**config.mk**
```make
export PLATFORM = sky130hd
export DESIGN_NAME = muldiv_unit
export DESIGN_NICKNAME = d
export VERILOG_FILES = /design/src/rtl/muldiv_unit.sv
export SDC_FILE = /design/constraint.sdc
export NUM_CORES = 1
export LEC_CHECK = 0
export ABC_AREA = 0
export CAP_MARGIN = 10
export CORE_MARGIN = 3
export CORE_UTILIZATION = 56
export CTS_CLUSTER_SIZE = 10
export DETAILED_ROUTE_END_ITERATION = 8
export DONT_BUFFER_PORTS = 1
export GPL_TIMING_DRIVEN = 0
export PLACE_DENSITY = 0.71
export SYNTH_ARGS = -nofsm -noshare
export SYNTH_HDL_FRONTEND = slang
export SYNTH_SLANG_ARGS = --single-unit
export TNS_END_PERCENT = 100
```
**constraint.sdc**
```tcl
create_clock -name clk -period 4.36 [get_ports clk]
set_input_delay 0.654 -clock clk [delete_from_list [all_inputs] [get_ports clk]]
set_output_delay 0.654 -clock clk [all_outputs]
set_load 0.05 [all_outputs]
```
**src/rtl/muldiv_unit.sv**
```systemverilog
// rtl/muldiv_unit.sv - iterative MULT/MULTU/DIV/DIVU unit with HI/LO registers; optional MULDIV_EARLY_OUT_EN
module muldiv_unit #(
    parameter int XLEN = 32
) (
    input  logic            clk,
    input  logic            rst_n,
    input  logic            start,
    input  logic [1:0]      op,
    input  logic [XLEN-1:0] operand_a,
    input  logic [XLEN-1:0] operand_b,
    output logic            busy,
    output logic            done,
    output logic [XLEN-1:0] hi,
    output logic [XLEN-1:0] lo,
    output logic            div_by_zero
);

    localparam int CW = $clog2(XLEN);
    localparam logic [CW-1:0] LAST = CW'(XLEN - 1);

    typedef enum logic [1:0] {S_IDLE, S_MUL, S_DIV, S_FIX} state_t;

    state_t            state_q, state_d;
    logic [1:0]        op_q, op_d;
    logic [2*XLEN-1:0] acc_q, acc_d;
    logic [XLEN-1:0]   mag_q, mag_d;
    logic [CW-1:0]     cnt_q, cnt_d;
    logic              qsign_q, qsign_d;
    logic              rsign_q, rsign_d;
    logic              dbz_q, dbz_d;
    logic [XLEN-1:0]   hi_q, hi_d;
    logic [XLEN-1:0]   lo_q, lo_d;
    logic              done_q, done_d;
    logic              div_by_zero_q, div_by_zero_d;

    logic              in_signed, a_neg, b_neg;
    logic [XLEN-1:0]   a_mag, b_mag;
    logic [XLEN:0]     mul_sum;
    logic [2*XLEN-1:0] mul_step;
    logic [XLEN:0]     div_rem_w, div_trial;
    logic [2*XLEN-1:0] div_step;
    logic              fix_signed;
    logic [2*XLEN-1:0] prod_fix;
    logic [XLEN-1:0]   quot_fix, rem_fix;

    assign in_signed = ~op[0];
    assign a_neg     = in_signed & operand_a[XLEN-1];
    assign b_neg     = in_signed & operand_b[XLEN-1];
    assign a_mag     = a_neg ? -operand_a : operand_a;
    assign b_mag     = b_neg ? -operand_b : operand_b;

    // acc = {product upper, remaining multiplier}; mag holds the multiplicand
    assign mul_sum  = {1'b0, acc_q[2*XLEN-1:XLEN]} + (acc_q[0] ? {1'b0, mag_q} : {(XLEN+1){1'b0}});
    assign mul_step = {mul_sum, acc_q[XLEN-1:1]};

    // acc = {remainder, quotient}; the remainder is widened so the shifted-out MSB is not lost
    assign div_rem_w = acc_q[2*XLEN-1:XLEN-1];
    assign div_trial = div_rem_w - {1'b0, mag_q};
    assign div_step  = div_trial[XLEN] ? {div_rem_w[XLEN-1:0], acc_q[XLEN-2:0], 1'b0}
                                       : {div_trial[XLEN-1:0], acc_q[XLEN-2:0], 1'b1};

    assign fix_signed = ~op_q[0];
    assign prod_fix   = (fix_signed & qsign_q) ? -acc_q : acc_q;
    assign quot_fix   = (fix_signed & qsign_q) ? -acc_q[XLEN-1:0] : acc_q[XLEN-1:0];
    assign rem_fix    = (fix_signed & rsign_q) ? -acc_q[2*XLEN-1:XLEN] : acc_q[2*XLEN-1:XLEN];

`ifdef MULDIV_EARLY_OUT_EN
    logic [XLEN-1:0] mul_rest;
    // multiplier bits not yet consumed after this edge's iteration
    assign mul_rest = (acc_q[XLEN-1:0] >> 1) & (({XLEN{1'b1}} >> 1) >> cnt_q);
`endif

    always_comb begin
        state_d       = state_q;
        op_d          = op_q;
        acc_d         = acc_q;
        mag_d         = mag_q;
        cnt_d         = cnt_q;
        qsign_d       = qsign_q;
        rsign_d       = rsign_q;
        dbz_d         = dbz_q;
        hi_d          = hi_q;
        lo_d          = lo_q;
        done_d        = 1'b0;
        div_by_zero_d = div_by_zero_q;
        unique case (state_q)
            S_IDLE: begin
                if (start) begin
                    op_d          = op;
                    cnt_d         = '0;
                    qsign_d       = a_neg ^ b_neg;
                    rsign_d       = a_neg;
                    div_by_zero_d = 1'b0;
                    dbz_d         = 1'b0;
                    if (op[1] && operand_b == '0) begin
                        acc_d   = {operand_a, {XLEN{1'b0}}};
                        mag_d   = '0;
                        dbz_d   = 1'b1;
                        state_d = S_FIX;
                    end else if (op[1]) begin
                        acc_d   = {{XLEN{1'b0}}, a_mag};
                        mag_d   = b_mag;
                        state_d = S_DIV;
                    end else begin
                        acc_d   = {{XLEN{1'b0}}, b_mag};
                        mag_d   = a_mag;
                        state_d = S_MUL;
                    end
                end
            end
            S_MUL: begin
                acc_d = mul_step;
                cnt_d = cnt_q + CW'(1);
                if (cnt_q == LAST) begin
                    state_d = S_FIX;
                end
`ifdef MULDIV_EARLY_OUT_EN
                else if (mul_rest == '0) begin
                    acc_d   = mul_step >> (LAST - cnt_q);
                    state_d = S_FIX;
                end
`endif
            end
            S_DIV: begin
                acc_d = div_step;
                cnt_d = cnt_q + CW'(1);
                if (cnt_q == LAST) begin
                    state_d = S_FIX;
                end
            end
            S_FIX: begin
                state_d = S_IDLE;
                done_d  = 1'b1;
                if (dbz_q) begin
                    hi_d          = acc_q[2*XLEN-1:XLEN];
                    lo_d          = {XLEN{1'b1}};
                    div_by_zero_d = 1'b1;
                end else if (op_q[1]) begin
                    hi_d = rem_fix;
                    lo_d = quot_fix;
                end else begin
                    hi_d = prod_fix[2*XLEN-1:XLEN];
                    lo_d = prod_fix[XLEN-1:0];
                end
            end
            default: state_d = S_IDLE;
        endcase
    end

    always_ff @(posedge clk or negedge rst_n) begin
        if (!rst_n) begin
            state_q       <= S_IDLE;
            op_q          <= '0;
            acc_q         <= '0;
            mag_q         <= '0;
            cnt_q         <= '0;
            qsign_q       <= 1'b0;
            rsign_q       <= 1'b0;
            dbz_q         <= 1'b0;
            hi_q          <= '0;
            lo_q          <= '0;
            done_q        <= 1'b0;
            div_by_zero_q <= 1'b0;
        end else begin
            state_q       <= state_d;
            op_q          <= op_d;
            acc_q         <= acc_d;
            mag_q         <= mag_d;
            cnt_q         <= cnt_d;
            qsign_q       <= qsign_d;
            rsign_q       <= rsign_d;
            dbz_q         <= dbz_d;
            hi_q          <= hi_d;
            lo_q          <= lo_d;
            done_q        <= done_d;
            div_by_zero_q <= div_by_zero_d;
        end
    end

    assign busy        = (state_q != S_IDLE);
    assign done        = done_q;
    assign hi          = hi_q;
    assign lo          = lo_q;
    assign div_by_zero = div_by_zero_q;

endmodule

```
==> results by group <==
Min path
  – HP Class: input pin to async pin

Detailed routing
  – Max layer used: met5
  – DR pass1 iterations: 7
  – 1st-iter DRT viols: 1871
  – Routed Antenna Nets: 0
  – Routed Wire Length: 58700 µm
  – Met3 WL post-DR: 6740 µm
  – Avg WL per Cell: 25.5 µm
  – Vias: 15700
  – Routed met2 length: 25600 µm
  – Vias per cell: 6.83
  – Residual DRC count: 0
  – Met1 WL: 23300 µm

Setup path
  – Worst EP arrival: 4.46 ns
  – CP cell instances: inv_1, fa_1, nand2b_1, a21oi_2, o21ai_1, o21ai_1, a41oi_1, o21ai_2, xor2_2, buf_4, mux2_2, a221oi_1, nor3_1
  – Critical path's largest stage delay: 0.51 ns
  – Reg2Reg Depth: 13
  – CP most frequent cell: o21ai_1
  – Buf+Inv Stages, Crit Path: 2
  – R2r startpoint: acc_q[32]$_DFFE_PN0P_
  – CP max FO: 10
  – Top cell family by delay on the critical path: compound AO/OA/AOI/OAI gates
  – CP required: 4.66 ns
  – Capture point of the worst reg-to-reg path: acc_q[54]$_DFFE_PN0P_
  – CP max stage cell: dfrtp_2
  – Crit Path Class: register to register
  – Startpoint types: register
  – Critical path capture point type: register
  – Reg2Reg Setup Slack: 0.21 ns

Floorplanning
  – Die area: 29100 µm²
  – Starting Density: 57.6%
  – Top-Level Pins: 136
  – Chip width: 171 µm
  – Rows: 59
  – Die Ht: 171 µm
  – Core Footprint: 26400 µm²

Yosys
  – Syn Area/Cell: 7.84 µm²
  – Netlist Area Pre-Place: 15200 µm²
  – Syn nets: 2083
  – FFs w/ async S/R, synth: 100%
  – Synth area leader: dfrtp_1
  – Most used standard cell by instance count after synthesis: nor2_1
  – Synth unique cells: 88
  – Largest cells by area after synthesis: dfrtp_1 29%, a21oi_1 7.7%, ha_1 6.2%
  – Syn Inst Count: 1937
  – Post-synth EDFFs: 0
  – Ys flop type: dfrtp_1
  – Flops & latches, synth: 174
  – Synth cell count leaders: 235 x nor2_1, 233 x a21oi_1, 174 x dfrtp_1
  – Yosys Warn Count: 0
  – Register area share after synthesis: 28.7%
  – Synth top area share: 28.7%

Cells and area
  – Fillers: 2447
  – Inserted Diodes: 0
  – Final cell count without fillers: 2304
  – Share of cells above drive strength 1: 6.65%
  – Net total in the final layout: 2102
  – Fin util: 61.8%
  – Area growth from synthesis to layout: 7.16%

Global routing
  – GRT Total Usage: 39.6%
  – Initial antenna violation count: 2
  – First-pass GRT wire length: 88000 µm
  – Vias in the first global route: 15000
  – Pin count of the biggest net entering global routing: 175
  – Total grt overflow: 0

Clocking
  – Post-CTS Setup Repair Bufs: 0
  – CTS tree: built
  – Bufs on Longest Clock Path: 2
  – # H-tree levels: 4
  – Clk slew on worst S/H paths: 0.09 ns
  – Total CTS buffers: 17
  – Clock latency on the worst-skew pair: 0.45 ns
  – Clock Tree Root: clkbuf_16
  – Clock sink total: 174

STA
  – Slew HR: 35.2%
  – Final Hold Fails: 174
  – RSZ-0062 raised after global routing: no
  – Worst hold slack: -0.115 ns
  – Setup violations, final: 0
  – Worst-margin pin slew: 0.972 ns
  – FMAX: 0.241 GHz
  – Tcrit/Tclk final: 95.3%
  – Skew final: 0.0238 ns
  – Tmin final: 4.15 ns
  – Final Slew Violations: 0

Pwr
  – Maximum vdd drop: 0.805 mV
  – P_leak: 6.85 nW
  – Power, Total: 0.0161 W
  – Power Dens Cells: 987 nW/µm²

Status
  – Failing checks: negative hold slack
  – Status: finished with violations

Place
  – Post-DP HPWL: 45400 µm
  – Placed instance count: 2272
  – Port Buffer Count: 0
  – Routability Congestion: 1.02

Run
  – Max cap viols: 0
==> metal layers <==
| metal | track usage [%] | vias up |
|---|---|---|
| met1 | 53.2 | 7506 |
| met4 | 18.1 | 2 |
| li1 | - | 7052 |
| met3 | 9.13 | 191 |
| met5 | 0 | - |
| met2 | 60.9 | 994 |
==> how the worst max path moves through the flow <==
stage,depth (start not counted),endpoint,startpoint
after floorplan,15,acc_q[36]$_DFFE_PN0P_,acc_q[31]$_DFFE_PN0P_
after global placement,13,acc_q[49]$_DFFE_PN0P_,acc_q[32]$_DFFE_PN0P_
after detailed placement,13,acc_q[49]$_DFFE_PN0P_,acc_q[32]$_DFFE_PN0P_
after CTS,15,acc_q[54]$_DFFE_PN0P_,acc_q[31]$_DFFE_PN0P_
after global routing,15,acc_q[54]$_DFFE_PN0P_,acc_q[31]$_DFFE_PN0P_
final,13,acc_q[54]$_DFFE_PN0P_,acc_q[32]$_DFFE_PN0P_
==> state kept, by name, indices dropped and copies added, names as in the netlist, 2 cells and up <==
register,cells
acc_q,64
cnt_q,5
hi,32
lo,32
mag_q,32
op_q,2
state_q,2
==> metrics by stage <==
step / setup TNS (ns) / setup WS, ns / instance area, µm²
global placement: -2.87 / -0.197 / 15600
CTS: 0 / 0.0346 / 16300
finish: 0 / 0.207 / 16300
floorplan: 0 / 0.915 / 15200
detailed placement: -3.93 / -0.223 / 15600
global route: 0 / 0.0549 / 16300
==> power breakdown <==
group          total (W)  leakage, nW  internal, W  switching (W)
registers        0.00448         2.07      0.00240        0.00207
clock network    0.00168        0.307     0.000808       0.000874
logic            0.00991         4.47      0.00353        0.00638
total             0.0161         6.85      0.00674        0.00933
==> timing repair <==
item,4_1_cts,5_1_grt
hold endpoints to repair,174,174
pin swaps,0,1
cloned,0,0
setup endpoints to repair,30,28
resized for setup,5,10
==> worst register-to-register path: stages (launching register included) <==
cell and delay, ns:
dfrtp_2 0.51, inv_1 0.22, fa_1 0.49, nand2b_1 0.19
a21oi_2 0.22, o21ai_1 0.19, o21ai_1 0.28, a41oi_1 0.30
o21ai_2 0.26, xor2_2 0.27, buf_4 0.28, mux2_2 0.36
a221oi_1 0.39, nor3_1 0.08
==> cell families (layout without fill, tap and decap cells) <==
kind of cell	count (synthesis)	after routing	share of synthesized area (%)
buffers and inverters	195	227	5.49
AO/OA/AOI/OAI	637	637	26.2
adder cells (fa/ha/maj)	77	77	6.44
AND/OR/NAND/NOR	630	630	19.6
flip-flops	174	174	28.7
XOR/XNOR	172	172	9.92
multiplexers	52	52	3.71
==> cells in the final DEF, fill, tap and decap left out, types with 12 or more instances in the layout <==
| cell | n |
|---|---|
| clkbuf_1 | 92 |
| mux2i_1 | 18 |
| a22oi_1 | 26 |
| and3_1 | 16 |
| a31oi_1 | 22 |
| dfrtp_1 | 173 |
| nand2_1 | 155 |
| a22o_1 | 16 |
| o31ai_1 | 28 |
| o22ai_1 | 14 |
| nand2b_1 | 21 |
| mux2_2 | 34 |
| xor2_1 | 86 |
| a21oi_1 | 232 |
| nor2_1 | 235 |
| nor4_1 | 21 |
| clkbuf_16 | 17 |
| ha_1 | 75 |
| nor2b_1 | 15 |
| a221oi_1 | 29 |
| inv_1 | 67 |
| nand3_1 | 29 |
| nor3_1 | 54 |
| nand4_1 | 14 |
| a21o_1 | 23 |
| o211ai_1 | 12 |
| xnor2_1 | 85 |
| o21ai_0 | 137 |
| or3_1 | 17 |
==> final cells by class <==
cell class	instances	area [µm²]	area share, %
Buffer	128	592	3.64
Inverter	67	251	1.55
Tap cell	335	419	2.58
Clock inverter	15	216	1.33
Sequential cell	174	4360	26.8
Clock buffer	17	425	2.61
Multi-Input combinational cell	1568	10000	61.5
(Power assumes the default switching activity.)
